## config.mk

```make
export PLATFORM = sky130hd
export DESIGN_NAME = vga_frame_scheduler_flat
export DESIGN_NICKNAME = d
export VERILOG_FILES = /design/src/rtl/vga_frame_scheduler_if.sv /design/src/rtl/vga_frame_scheduler.sv /design/src/flat_wrapper.sv
export SDC_FILE = /design/constraint.sdc
export NUM_CORES = 1
export LEC_CHECK = 0
export BUFFER_PORTS_ARGS = -buffer_cell sky130_fd_sc_hd__buf_2
export CELL_PAD_IN_SITES_DETAIL_PLACEMENT = 1
export CELL_PAD_IN_SITES_GLOBAL_PLACEMENT = 2
export CORE_ASPECT_RATIO = 1.75
export CORE_MARGIN = 8
export CORE_UTILIZATION = 37
export DETAILED_ROUTE_END_ITERATION = 8
export PLACE_DENSITY = 0.92
export REMOVE_ABC_BUFFERS = 1
export SLEW_MARGIN = 10
export SYNTH_ARGS = -nofsm -noshare
export SYNTH_HDL_FRONTEND = slang
export SYNTH_SLANG_ARGS = --single-unit
```

## constraint.sdc

```tcl
create_clock -name iVGA_CLK -period 7.3 [get_ports iVGA_CLK]
set_clock_uncertainty 0.05 [all_clocks]
set_input_delay 0.365 -clock iVGA_CLK [delete_from_list [all_inputs] [get_ports iVGA_CLK]]
set_output_delay 0.365 -clock iVGA_CLK [all_outputs]
set_load 0.05 [all_outputs]
```

## src/rtl/vga_frame_scheduler_if.sv

```systemverilog
// -----------------------------------------------------------------------------
// vga_frame_scheduler_if
//   Interface between the per-frame game sequencer and the rest of the game.
//   It carries the video-timing input, the player and collision inputs, and
//   every game-state output. The clock and the resets stay as plain ports on
//   the scheduler.
//
//   Signals:
//     iVS          vertical sync from the sync generator, active-low
//     iCONTROL[1:0] player input (01 right, 10 left, 00/11 none or pause)
//     iCOLLIDE     collision flag at the car lane, valid in blanking
//     oSCROLL_STB  one-cycle strobe: advance the obstacle map one row
//     oCAR_LANE[2:0] current car lane
//     oBUSY        update sequence in progress
//     oGAME_OVER   sticky collision flag
//     oPAUSED      pause state
//     oSCORE[17:0] scrolls survived, saturating
//     oLEVEL[3:0]  current level
//
//   Modports: master = game top / testbench side, slave = scheduler side.
// -----------------------------------------------------------------------------
interface vga_frame_scheduler_if;
  logic        iVS;
  logic [1:0]  iCONTROL;
  logic        iCOLLIDE;
  logic        oSCROLL_STB;
  logic [2:0]  oCAR_LANE;
  logic        oBUSY;
  logic        oGAME_OVER;
  logic        oPAUSED;
  logic [17:0] oSCORE;
  logic [3:0]  oLEVEL;

  modport master (
    output iVS, iCONTROL, iCOLLIDE,
    input  oSCROLL_STB, oCAR_LANE, oBUSY, oGAME_OVER, oPAUSED, oSCORE, oLEVEL
  );

  modport slave (
    input  iVS, iCONTROL, iCOLLIDE,
    output oSCROLL_STB, oCAR_LANE, oBUSY, oGAME_OVER, oPAUSED, oSCORE, oLEVEL
  );
endinterface

```

## src/rtl/vga_frame_scheduler.sv

```systemverilog
// -----------------------------------------------------------------------------
// vga_frame_scheduler
//   Per-frame game sequencer for the VGA car game. On each falling edge of
//   vertical sync it runs a short update sequence inside vertical blanking:
//   latch the player control, move the car lane, advance the frame divider
//   (scrolling the obstacle map when it wraps), check for a collision, and
//   update score and level. Game state never changes during active video.
//
//   Ports:
//     iVGA_CLK   pixel clock, the only clock
//     iRST       synchronous active-high full reset (highest priority)
//     iRST_GAME  synchronous active-high game restart
//     bus        vga_frame_scheduler_if.slave (sync, control, collision in;
//                scroll strobe, lane, busy, game-over, pause, score, level out)
//
//   Parameters:
//     LANES (2..8), BASE_DIV (frames per scroll at level 0),
//     PTS_PER_LEVEL (scrolls per level), LEVEL_MAX (level saturation).
//
//   Build option:
//     FRAME_SCHED_PAUSE_EN  when defined, a fresh press of control 11 toggles
//                           pause; paused frames run only the latch step.
//                           When undefined, 11 means "no movement" and oPAUSED
//                           is tied low.
// -----------------------------------------------------------------------------
module vga_frame_scheduler #(
  parameter int LANES         = 4,
  parameter int BASE_DIV      = 8,
  parameter int PTS_PER_LEVEL = 100,
  parameter int LEVEL_MAX     = 15
) (
  input logic                  iVGA_CLK,
  input logic                  iRST,
  input logic                  iRST_GAME,
  vga_frame_scheduler_if.slave bus
);

  localparam int          DIV_W     = (BASE_DIV > 1) ? $clog2(BASE_DIV) : 1;
  localparam int          PTS_W     = (PTS_PER_LEVEL > 1) ? $clog2(PTS_PER_LEVEL) : 1;
  localparam logic [2:0]  LANE_RST  = 3'(LANES / 2);
  localparam logic [17:0] SCORE_MAX = '1;

  typedef enum logic [2:0] {
    S_IDLE,
    S_LATCH,
    S_MOVE,
    S_SCROLL,
    S_CHECK,
    S_SCORE,
    S_OVER
  } state_t;

  state_t             state_q, state_d;
  logic               vs_q;
  logic [1:0]         hist_q;      // control seen in the previous frame
  logic [1:0]         ctl_q;       // control latched this frame
  logic               press_q;     // control is a fresh, non-idle press
  logic [2:0]         lane_q;
  logic [DIV_W-1:0]   div_q;
  logic               scrolled_q;  // this frame scrolled, so score it
  logic [17:0]        score_q;
  logic [PTS_W-1:0]   pts_q;
  logic [3:0]         level_q;
  logic               over_q;
  logic               paused_q;

  logic clr;
  logic start;
  logic press;
  logic pause_d;
  logic div_wrap;
  int   period;

  // Full reset and game restart clear exactly the same state.
  assign clr   = iRST | iRST_GAME;
  assign start = vs_q & ~bus.iVS;

  // NOTE: every signal driven here gets a default before any branch, so no
  // path leaves a value unassigned and no latch is inferred.
  always_comb begin
    press   = (bus.iCONTROL != hist_q) && (bus.iCONTROL != 2'b00);
    pause_d = paused_q;
`ifdef FRAME_SCHED_PAUSE_EN
    if (state_q == S_LATCH && press && bus.iCONTROL == 2'b11) pause_d = ~paused_q;
`endif
    // Scroll period shrinks by one frame per level, never below one frame.
    period = BASE_DIV - int'(level_q);
    if (period < 1) period = 1;
    div_wrap = (int'(div_q) == period - 1);

    state_d         = state_q;
    bus.oBUSY       = 1'b0;
    bus.oSCROLL_STB = 1'b0;

    case (state_q)
      S_IDLE:   if (start) state_d = S_LATCH;
      S_LATCH: begin
        bus.oBUSY = 1'b1;
        // A paused frame stops after latching, including the frame that pauses.
        state_d   = pause_d ? S_IDLE : S_MOVE;
      end
      S_MOVE: begin
        bus.oBUSY = 1'b1;
        state_d   = div_wrap ? S_SCROLL : S_CHECK;
      end
      S_SCROLL: begin
        bus.oBUSY = 1'b1;
        // A reset landing in this cycle aborts the sequence, strobe included.
        bus.oSCROLL_STB = ~clr;
        state_d   = S_CHECK;
      end
      S_CHECK: begin
        bus.oBUSY = 1'b1;
        if (bus.iCOLLIDE)    state_d = S_OVER;
        else if (scrolled_q) state_d = S_SCORE;
        else                 state_d = S_IDLE;
      end
      S_SCORE: begin
        bus.oBUSY = 1'b1;
        state_d   = S_IDLE;
      end
      S_OVER:   state_d = S_OVER;
      default:  state_d = S_IDLE;
    endcase
  end

  // NOTE: sequential state uses non-blocking assignments so every register
  // samples the pre-edge values regardless of statement order.
  always_ff @(posedge iVGA_CLK) begin
    if (clr) state_q <= S_IDLE;
    else     state_q <= state_d;
  end

  always_ff @(posedge iVGA_CLK) begin
    if (clr) begin
      vs_q       <= 1'b1;
      hist_q     <= 2'b00;
      ctl_q      <= 2'b00;
      press_q    <= 1'b0;
      lane_q     <= LANE_RST;
      div_q      <= '0;
      scrolled_q <= 1'b0;
      score_q    <= '0;
      pts_q      <= '0;
      level_q    <= '0;
      over_q     <= 1'b0;
    end else begin
      vs_q <= bus.iVS;
      case (state_q)
        S_LATCH: begin
          hist_q  <= bus.iCONTROL;
          ctl_q   <= bus.iCONTROL;
          press_q <= press;
        end
        S_MOVE: begin
          // Lane saturates at both edges; holding a direction moves only once.
          if (press_q && ctl_q == 2'b01 && int'(lane_q) < LANES - 1)
            lane_q <= lane_q + 3'd1;
          else if (press_q && ctl_q == 2'b10 && lane_q != 3'd0)
            lane_q <= lane_q - 3'd1;
          if (div_wrap) div_q <= '0;
          else          div_q <= div_q + DIV_W'(1);
        end
        S_SCROLL: scrolled_q <= 1'b1;
        S_CHECK:  if (bus.iCOLLIDE) over_q <= 1'b1;
        S_SCORE: begin
          scrolled_q <= 1'b0;
          // Once the score saturates, level progress freezes with it.
          if (score_q != SCORE_MAX) begin
            score_q <= score_q + 18'd1;
            if (int'(pts_q) == PTS_PER_LEVEL - 1) begin
              pts_q <= '0;
              if (int'(level_q) < LEVEL_MAX) level_q <= level_q + 4'd1;
            end else begin
              pts_q <= pts_q + PTS_W'(1);
            end
          end
        end
        default: ;
      endcase
    end
  end

`ifdef FRAME_SCHED_PAUSE_EN
  always_ff @(posedge iVGA_CLK) begin
    if (clr) paused_q <= 1'b0;
    else     paused_q <= pause_d;
  end
`else
  assign paused_q = 1'b0;
`endif

  assign bus.oCAR_LANE  = lane_q;
  assign bus.oGAME_OVER = over_q;
  assign bus.oPAUSED    = paused_q;
  assign bus.oSCORE     = score_q;
  assign bus.oLEVEL     = level_q;

endmodule
```

## src/flat_wrapper.sv

```systemverilog
// flat-port wrapper written by rule: the top's interface ports become plain ports
module vga_frame_scheduler_flat 
#(
  parameter int LANES         = 4,
  parameter int BASE_DIV      = 8,
  parameter int PTS_PER_LEVEL = 100,
  parameter int LEVEL_MAX     = 15
)
  (iVGA_CLK, iRST, iRST_GAME, bus_iVS, bus_iCONTROL, bus_iCOLLIDE, bus_oSCROLL_STB, bus_oCAR_LANE, bus_oBUSY, bus_oGAME_OVER, bus_oPAUSED, bus_oSCORE, bus_oLEVEL);
  vga_frame_scheduler_if bus_i ();
  input logic iVGA_CLK;
  input logic iRST;
  input logic iRST_GAME;
  input wire logic [$bits(bus_i.iVS)-1:0] bus_iVS;
  input wire logic [$bits(bus_i.iCONTROL)-1:0] bus_iCONTROL;
  input wire logic [$bits(bus_i.iCOLLIDE)-1:0] bus_iCOLLIDE;
  output wire logic [$bits(bus_i.oSCROLL_STB)-1:0] bus_oSCROLL_STB;
  output wire logic [$bits(bus_i.oCAR_LANE)-1:0] bus_oCAR_LANE;
  output wire logic [$bits(bus_i.oBUSY)-1:0] bus_oBUSY;
  output wire logic [$bits(bus_i.oGAME_OVER)-1:0] bus_oGAME_OVER;
  output wire logic [$bits(bus_i.oPAUSED)-1:0] bus_oPAUSED;
  output wire logic [$bits(bus_i.oSCORE)-1:0] bus_oSCORE;
  output wire logic [$bits(bus_i.oLEVEL)-1:0] bus_oLEVEL;
  assign bus_i.iVS = bus_iVS;
  assign bus_i.iCONTROL = bus_iCONTROL;
  assign bus_i.iCOLLIDE = bus_iCOLLIDE;
  assign bus_oSCROLL_STB = bus_i.oSCROLL_STB;
  assign bus_oCAR_LANE = bus_i.oCAR_LANE;
  assign bus_oBUSY = bus_i.oBUSY;
  assign bus_oGAME_OVER = bus_i.oGAME_OVER;
  assign bus_oPAUSED = bus_i.oPAUSED;
  assign bus_oSCORE = bus_i.oSCORE;
  assign bus_oLEVEL = bus_i.oLEVEL;
  vga_frame_scheduler #(.LANES(LANES), .BASE_DIV(BASE_DIV), .PTS_PER_LEVEL(PTS_PER_LEVEL), .LEVEL_MAX(LEVEL_MAX)) u_core (.iVGA_CLK(iVGA_CLK), .iRST(iRST), .iRST_GAME(iRST_GAME), .bus(bus_i));
endmodule
```

==> results.md <==
* # DRC at 0
* Die Y at 125.7 µm
* Hold Crit Class: in2reg
* Power Density at ~160 mW/mm²
* Worst IR drop on VDD at between 0.0001 and 0.00015 V
* Syn. warnings at 0
* Grt ovf at 0
* Clock root cell: clkbuf_16
* Post-Place Cell Area at between 0.002 and 0.003 mm²
* Setup violators final at 0
* Startpoint Class: flop
* Post-synth ARST share at 0%
* Num CTS Buffers at 5
* Leakage at around 1.1 nW
* Most Frequent Cell on Critical Path: ha_1
* Most frequent cells in the layout: nor2_1 (46), dfxtp_1 (44), buf_2 (34), nand2_1 (30), xor2_1 (17)
* Post-route setup TNS at 0 ps
* Max-cap violations at 0
* Tot GR Track Use at a little over an eighth
* Synth unique cells at between 50 and 60
* Crit path largest cell delay at 550 ps
* H-tree depth at 2
* Sequential fraction of the synthesis area at between 30 and 40%
* Final Wtd Congestion at a little under 0.8
* Worst path cell trace: inv_1 > ha_1 > nor2_1 > nand4b_1 > ha_1 > nor4b_1 > nand3_1 > nor4bb_1 > and4_4 > a21oi_1 > a211oi_2
* Synthesis-to-finish area growth at 13.08%
* Max_slew headroom at 52.30%
* Clk buf depth at 2
* Largest net degree at the start of global routing at 37
* CP max FO at 13
* Post-route cell area at around 0.0029 mm²
* CTS tree: yes
* Sink Count at 44
* Drt initial violations at 77
* Hold buffers post-CTS at 0
* WL/cell at roughly 15 µm
* DRT Pass-1 Iters at 4
* Cell Rows at 40
* Initial antenna violation count at 0
* Overall power at between 0.4 and 0.5 mW
* Primary FF master, synth: dfxtp_1
* RSZ-0062 raised after global routing: no
* Dpl cells at roughly 400
* Achievable frequency at between 300 and 400 MHz
* CP required at approximately 7500 ps
* Ranking of synthesized cells by area: dfxtp_1 (35%), nor2_1 (6.8%), xor2_1 (5.9%)
* Wirelength, routed at 6403 µm
* Post-Syn Instances at 300
* # fillers at between 800 and 900
* Final Max Slew Viols at 0
* Vias in the first global route at 2374
* CTS clk-pin slew, worst paths at 60 ps
* Share of cells above drive strength 1 at between 10% and 20%
* Synthesized area at ~0.0025 mm²
* Syn Area/Cell at 8.479 µm²
* Number of flops mapped to enable cells by yosys at 0
* Crit path DAT at 3270 ps
* Post-Layout Cell Count at 416
* Via Count at ~2200
* Die outline width at roughly 79 µm
* Synth area leader: dfxtp_1
* Diode count at 0
* CP Class: reg2reg
* Crit path time final at 3113 ps
* Critical Path Slowest Stage Cell: dfxtp_1
* Setup bufs post-CTS at 0
* Synth top area share at 34.63%
* Final Hold Fails at 0
* Final #Nets at ~350
* Effective utilization at floorplan at between 30% and 40%
* PostCTS Resize Cnt at 0
* HPWL Detailed at 4749 µm
* Worst skew pair latency at 280 ps
* First-pass GRT wire length at 11190 µm
* Fin crit share at between 40% and 50%
* Most common cell after layout, fill and taps aside: nor2_1
* Die Footprint at a little under 0.01 mm²
* CP Capture Type: flop
* Fin util at between 40 and 50%
* Outcome: finished, final reports clean
* Via density at around 5.4
* Slew @ Worst Pin at ~720 ps
* Port Buffers at 34
* IO Count at 36
* Core area at between 0.006 and 0.007 mm²
* Synth Register Bits at 44
* ANT nets after route at 0
power by group:
| part | total, mW | switching, mW | internal [mW] |
|---|---|---|---|
| Combinational | 0.0172 | 0.0123 | 0.00491 |
| Clock | 0.214 | 0.0897 | 0.124 |
| Sequential | 0.242 | 0.00138 | 0.241 |
worst max-delay path, delay by kind of cell (launching register included):
kind | cells | cell delay [ps]
adders and majority gates | 2 | 590
buffers and inverters | 1 | 80
AOI/OAI and AO/OA | 2 | 280
and+or+nand+nor | 6 | 1480
DFF | 1 | 550
worst paths after layout:
path	slack, ps	start	depth (start not counted)	end
max	4190	u_core.bus.oLEVEL[1]	11	u_core.state_q[1]
max reg2reg	4190	u_core.bus.oLEVEL[1]	11	u_core.state_q[1]
min reg2reg	430	u_core.div_q[2]	1	u_core.div_q[2]
min	250	iRST	2	u_core.vs_q
layout make-up:
cell class | instances | area (µm²) | share of cell area, %
inverter | 8 | 30.03 | 1.044
clock buffer | 6 | 128.9 | 4.480
tap | 84 | 105.1 | 3.654
sequential | 44 | 880.8 | 30.62
multi-input combinational | 238 | 1549 | 53.85
timing repair buffer | 35 | 177.7 | 6.177
clock inverter | 1 | 5.005 | 0.1740
Yosys cell counts, drive strengths merged (2+ instances only):
cell      n
nor2     46
dfxtp    44
nand2    30
xor2     17
nor3     14
a21oi    12
buf      12
ha       11
nand4    11
xnor2     9
inv       8
nand3     8
o21ai     8
nand4b    6
and3      5
mux2i     5
a211oi    4
and4      3
clkbuf    3
nand3b    3
nor2b     3
nor4      3
nor4b     3
nor4bb    3
a2111oi   2
a211o     2
a31oi     2
and2      2
and4b     2
conb      2
or2       2
or3       2
flip-flops by register name, summed over array words and instances (netlist names):
signal	count
u_core.ctl_q	2
u_core.div_q	3
u_core.vs_q	1
u_core.bus.oCAR_LANE	3
u_core.state_q	3
u_core.bus.oLEVEL	4
u_core.scrolled_q	1
u_core.bus.oSCORE	18
u_core.pts_q	7
u_core.press_q	1
u_core.bus.oGAME_OVER	1
cells by family (layout without fill, tap and decap cells):
kind of cell / after synthesis / after routing / share of synthesized area [%]
xor gates and xnor gates: 26 / 26 / 8.952
and+or+nand+nor: 149 / 149 / 32.07
DFF: 44 / 44 / 34.63
AOI/OAI and AO/OA: 39 / 39 / 10.67
buffers and inverters: 23 / 50 / 5.214
muxes: 5 / 5 / 1.968
adders and majority gates: 12 / 12 / 6.198
other: 2 / 7 / 0.2952
metrics by stage:
stage               hold slack (ps)  worst slack, ps
finish                        246.5             4187
global route                  250.0             3933
CTS                           244.7             4213
detailed placement            426.6             4232
global placement              409.7             4386
floorplan                     398.8             4204
routing by layer:
layer  vias up  global-route usage, %  wire length (µm)  part of all wire (%)
met5         -                      0                 0                     0
li1       1112                      -                 -                     -
met2        36                  25.00              3491                    55
met1      1089                  14.28              2607                    41
met4         0                  5.598               155                   2.4
met3        11                  2.279               150                   2.3
No activity file was read; power rests on OpenSTA's default activity.
